===== src/rtl/mips_mem_arbiter.sv =====
// Shares one single-port word RAM between an AXI-Lite slave port and the CPU data port.
// One grant in flight at a time; AXI and CPU alternate on contention.
module mips_mem_arbiter #(
  parameter int ADDR_W = 14
) (
  input  logic              mips_cpu_clk,
  input  logic              mips_cpu_reset,
  input  logic [ADDR_W-1:0] araddr,
  input  logic              arvalid,
  output logic              arready,
  input  logic [ADDR_W-1:0] awaddr,
  input  logic              awvalid,
  output logic              awready,
  input  logic [31:0]       wdata,
  input  logic [3:0]        wstrb,
  input  logic              wvalid,
  output logic              wready,
  output logic [1:0]        bresp,
  output logic              bvalid,
  input  logic              bready,
  output logic [31:0]       rdata,
  output logic [1:0]        rresp,
  output logic              rvalid,
  input  logic              rready,
  input  logic              cpu_mem_req,
  input  logic              cpu_mem_wen,
  input  logic [ADDR_W-1:0] cpu_mem_addr,
  input  logic [31:0]       cpu_mem_wdata,
  input  logic [3:0]        cpu_mem_wstrb,
  output logic [31:0]       cpu_mem_rdata,
  output logic              cpu_mem_ack,
  output logic              mem_en,
  output logic [3:0]        mem_wen,
  output logic [ADDR_W-3:0] mem_addr,
  output logic [31:0]       mem_wdata,
  input  logic [31:0]       mem_rdata
);

  // state     | meaning
  // IDLE      | grant decision point
  // AXI_WR    | RAM write of the latched AXI beat
  // AXI_B     | write response held until bready
  // AXI_RD    | RAM read at the latched AXI address
  // AXI_RWAIT | capture RAM read data
  // AXI_R     | read response held until rready
  // CPU_ACC   | RAM access from the CPU port (write acks here)
  // CPU_RWAIT | CPU read data returned with ack
  typedef enum logic [2:0] {
    IDLE, AXI_WR, AXI_B, AXI_RD, AXI_RWAIT, AXI_R, CPU_ACC, CPU_RWAIT
  } state_t;

  localparam logic GRANT_CPU = 1'b0;
  localparam logic GRANT_AXI = 1'b1;

  state_t            state_q, state_d;
  logic              last_grant_q, last_grant_d;
  logic [ADDR_W-3:0] addr_q, addr_d;
  logic [31:0]       wdata_q, wdata_d;
  logic [3:0]        wstrb_q, wstrb_d;
  logic [31:0]       rdata_q, rdata_d;

  logic axi_wr_req, axi_req, grant_axi, grant_cpu;
  logic unused_byte_offsets;

  assign unused_byte_offsets = ^{araddr[1:0], awaddr[1:0], cpu_mem_addr[1:0]};

  // Reset gates the grant so IDLE never handshakes while reset is held.
  always_comb begin
    axi_wr_req = awvalid && wvalid;
    axi_req    = axi_wr_req || arvalid;
    grant_axi  = mips_cpu_reset && axi_req && (!cpu_mem_req || (last_grant_q == GRANT_CPU));
    grant_cpu  = mips_cpu_reset && cpu_mem_req && !grant_axi;
  end

  always_ff @(posedge mips_cpu_clk or negedge mips_cpu_reset) begin
    if (!mips_cpu_reset) begin
      state_q      <= IDLE;
      last_grant_q <= GRANT_CPU;
      addr_q       <= '0;
      wdata_q      <= '0;
      wstrb_q      <= '0;
      rdata_q      <= '0;
    end else begin
      state_q      <= state_d;
      last_grant_q <= last_grant_d;
      addr_q       <= addr_d;
      wdata_q      <= wdata_d;
      wstrb_q      <= wstrb_d;
      rdata_q      <= rdata_d;
    end
  end

  always_comb begin
    state_d       = state_q;
    last_grant_d  = last_grant_q;
    addr_d        = addr_q;
    wdata_d       = wdata_q;
    wstrb_d       = wstrb_q;
    rdata_d       = rdata_q;
    arready       = 1'b0;
    awready       = 1'b0;
    wready        = 1'b0;
    bvalid        = 1'b0;
    rvalid        = 1'b0;
    cpu_mem_ack   = 1'b0;
    cpu_mem_rdata = '0;
    mem_en        = 1'b0;
    mem_wen       = '0;
    mem_addr      = '0;
    mem_wdata     = '0;
    case (state_q)
      IDLE: begin
        if (grant_axi) begin
          last_grant_d = GRANT_AXI;
          if (axi_wr_req) begin
            awready = 1'b1;
            wready  = 1'b1;
            addr_d  = awaddr[ADDR_W-1:2];
            wdata_d = wdata;
            wstrb_d = wstrb;
            state_d = AXI_WR;
          end else begin
            arready = 1'b1;
            addr_d  = araddr[ADDR_W-1:2];
            state_d = AXI_RD;
          end
        end else if (grant_cpu) begin
          last_grant_d = GRANT_CPU;
          state_d      = CPU_ACC;
        end
      end
      AXI_WR: begin
        mem_en    = 1'b1;
        mem_wen   = wstrb_q;
        mem_addr  = addr_q;
        mem_wdata = wdata_q;
        state_d   = AXI_B;
      end
      AXI_B: begin
        bvalid = 1'b1;
        if (bready) state_d = IDLE;
      end
      AXI_RD: begin
        mem_en   = 1'b1;
        mem_addr = addr_q;
        state_d  = AXI_RWAIT;
      end
      AXI_RWAIT: begin
        rdata_d = mem_rdata;
        state_d = AXI_R;
      end
      AXI_R: begin
        rvalid = 1'b1;
        if (rready) state_d = IDLE;
      end
      CPU_ACC: begin
        mem_en    = 1'b1;
        mem_addr  = cpu_mem_addr[ADDR_W-1:2];
        mem_wdata = cpu_mem_wdata;
        if (cpu_mem_wen) begin
          mem_wen     = cpu_mem_wstrb;
          cpu_mem_ack = 1'b1;
          state_d     = IDLE;
        end else begin
          state_d = CPU_RWAIT;
        end
      end
      CPU_RWAIT: begin
        cpu_mem_ack   = 1'b1;
        cpu_mem_rdata = mem_rdata;
        state_d       = IDLE;
      end
      default: state_d = IDLE;
    endcase
  end

  assign rdata = rdata_q;
  assign bresp = 2'b00;
  assign rresp = 2'b00;

endmodule


===== config.mk =====
export PLATFORM = sky130hd
export DESIGN_NAME = mips_mem_arbiter
export DESIGN_NICKNAME = d
export VERILOG_FILES = /design/src/rtl/mips_mem_arbiter.sv
export SDC_FILE = /design/constraint.sdc
export NUM_CORES = 1
export LEC_CHECK = 0
export CAP_MARGIN = 20
export CORE_MARGIN = 2
export CORE_UTILIZATION = 33
export DETAILED_ROUTE_END_ITERATION = 6
export PLACE_DENSITY = 0.77
export SLEW_MARGIN = 25
export SYNTH_ARGS = -nofsm -noshare
export SYNTH_HDL_FRONTEND = slang
export SYNTH_SLANG_ARGS = --single-unit

===== constraint.sdc =====
create_clock -name mips_cpu_clk -period 1.5 [get_ports mips_cpu_clk]
set_input_delay 0.225 -clock mips_cpu_clk [delete_from_list [all_inputs] [get_ports mips_cpu_clk]]
set_output_delay 0.225 -clock mips_cpu_clk [all_outputs]
set_load 0.05 [all_outputs]

==> reports/metrics.csv <==
metric,value,unit
status,"complete, but fails checks",
violations,negative setup slack,
clk-insertion-delay-late,340,ps
root_buffer,clkbuf_16,
fill_cells,730,
ctsLongestPathBuffers,2,
switching_share,42.0,%
multi_input_area,0.00279,mm2
dieHeight,118,um
synth_warnings,0,
synth_flop_cell,dfrtp_1,
coreArea,0.0127,mm2
gr-total-overflow,0,
p_int,12.1,mW
grt_first_pass_wirelength,25600,um
tritoncts,done,
final_common_cell,clkdlybuf4s50_1,
die_area,0.0139,mm2
layout-drive-gt1-share,60.3,%
rsz0062_at_grt,true,
final_cell_mix,"clkdlybuf4s50_1, buf_12, dfrtp_1, mux2_4, buf_4",
fin_crit_sh,131,%
power_density,2080,mW/mm2
ant_nets,0,
p_leak,4.59,nW
cts_max_level,3,
crit_path_max_incr_delay,460,ps
syn_avg_cell_area,12.6,um2
setup_viol,171,
synthTopCellsByArea,"dfrtp_1, mux2_4, a22o_1, mux2_2, and2_1",
initialDrtViolationCount,123,
cp_max_fo,5,
vias,4247,
period_minus_slack,1960,ps
yosysTopAreaCell,dfrtp_1,
dpl_cell_area,0.00857,mm2
fin_skew,9.75,ps
gp_congestion,0.839,
drc,0,
antenna_found_initial,0,
setup_ws,-463,ps
start_util,33.9,%
p_clk_share,10.3,%
yosysSeqAreaShare,49.0,%
worst-r2r-setup-slack,-350,ps
total_power,20.9,mW
drv_slew,0,
hold_path_class,in2async,
ir_drop,1.20,mV
cp.required,1270,ps
place_hpwl,11400,um
register_area,0.00210,mm2
diodes,0,
cp-end-kind,output port,
layout.nets,828,
cp.arrival,1740,ps
crit_path_top_delay_cell,dfrtp_2,
synth-seq-cells,84,
cts_sinks,84,
grt_max_degree,86,
numPortBuffers,267,
fin_area,0.0101,mm2
startpoint_type,flop,
netSwitchingPower,8.77,mW
finalWirelength,17900,um
wl_per_cell,21.1,um
syn_to_final_growth,135,%
critical_path_class,reg2out,
power_frac_seq,20.9,%
yosysTopAreaCellShare,49.0,%
drt_pass1_iterations,4,
cts_buffers,9,
fmax,509,MHz
fp.dieW,118,um
dp_slack,-369,ps
cp_common_cell,buf_12,
hold_viol_final,0,
synth_edf_count,0,
ctsHoldBuffers,0,
ys_async_sr_fraction,100,%
io_pins,278,
cts.reportedPaths.clkPinSlew,60,ps
grt_pass1_vias,4600,
num_rows,41,
max_cap_violations,0,
syn_area,0.00429,mm2
path_cells,nand2b_4 > nor2_4 > buf_12 > clkbuf_16 > a22o_4 > buf_12,
via_per_inst,5.00,
syn_inst,341,
grtUsageTotal,23.7,%
ys_types,34,
combPwrFrac,68.8,%
-- per-stage QoR --
step	util [%]	setup TNS (ps)	instances	hold slack, ps
2_1_floorplan	-	-2300	344	-70.6
5_1_grt	79.5	-64270	850	99.4
6_report	79.5	-55010	850	33.2
4_1_cts	77.1	-51760	837	67.0
3_5_place_dp	67.6	-26270	783	432
3_3_place_gp	67.6	-20130	783	427
-- power by group through the flow --
stage                     combinational, mW  clock, mW  sequential (mW)
after global placement                 11.5          0             4.19
after floorplan                        5.58          0             5.54
after CTS                              13.8       2.19             4.26
after detailed placement               11.7          0             4.24
after global routing                   14.8       2.31             4.47
final                                  14.4       2.15             4.37
-- critical path, delay by kind of cell (launching register included) --
kind	cells	cell delay (ps)
AO/OA/AOI/OAI	1	250
buffers and inverters	3	450
flip-flops	1	460
AND/OR/NAND/NOR	2	240
-- cells in the mapped netlist (all sizes together), types with 2 or more instances --
library cell,number
a32o,4
clkbuf,9
and2,33
nand2,18
mux2,68
o21ai,12
a22o,44
nand3b,2
nand2b,2
inv,6
nand3,3
a21oi,4
nor2,8
mux2i,12
dfrtp,84
buf,21
-- cell families after synthesis --
group                  after synthesis  share of synthesized area (%)
other                                1                         0.0874
muxes                               80                           23.2
AOI/OAI and AO/OA                   71                           13.5
buffers and inverters               36                           4.78
and+or+nand+nor                     69                           9.42
DFF                                 84                           49.0
-- worst paths after layout --
| kind | endpoint | start | cells after the start |
|---|---|---|---|
| min in group mips_cpu_clk | wdata_q[21]$_DFFE_PN0P_ | wdata[21] | 2 |
| setup reg to reg | rdata[26]$_DFFE_PN0P_ | state_q[1]$_DFFE_PN0P_ | 7 |
| hold / removal | addr_q[9]$_DFFE_PN0P_ | mips_cpu_reset | 3 |
| hold reg to reg | rdata[15]$_DFFE_PN0P_ | rdata[15]$_DFFE_PN0P_ | 1 |
| max in group asynchronous | state_q[2]$_DFFE_PN0P_ | mips_cpu_reset | 3 |
| setup / recovery | mem_wdata[19] | state_q[2]$_DFFE_PN0P_ | 6 |
-- layer usage --
| metal | track usage (%) | up-vias | wire length [um] |
|---|---|---|---|
| li1 | - | 1898 | - |
| met1 | 27.2 | 2113 | 6720 |
| met2 | 43.2 | 198 | 9790 |
| met3 | 4.75 | 38 | 893 |
| met4 | 9.19 | 0 | 518 |
| met5 | 0 | - | 0 |
-- layout make-up --
cell class	count	area share, %
Clock buffer	12	2.35
Clock inverter	4	0.497
Inverter	6	0.385
Multi-Input combinational cell	224	27.7
Sequential cell	84	20.9
Tap cell	172	2.14
Timing Repair Buffer	348	46.1
-- registers in the layout, indices dropped and copies added, names as in the netlist --
| signal | cells |
|---|---|
| rdata | 32 |
| wdata_q | 32 |
| addr_q | 12 |
| wstrb_q | 4 |
| state_q | 3 |
| last_grant_q | 1 |
-- what timing repair did --
action,in CTS,in global routing
gates cloned,12,5
setup endpoints to repair,153,170
pin swaps,20,47
resized for setup,96,71
setup buffers,26,13
Power figures use the tool's default switching activity.
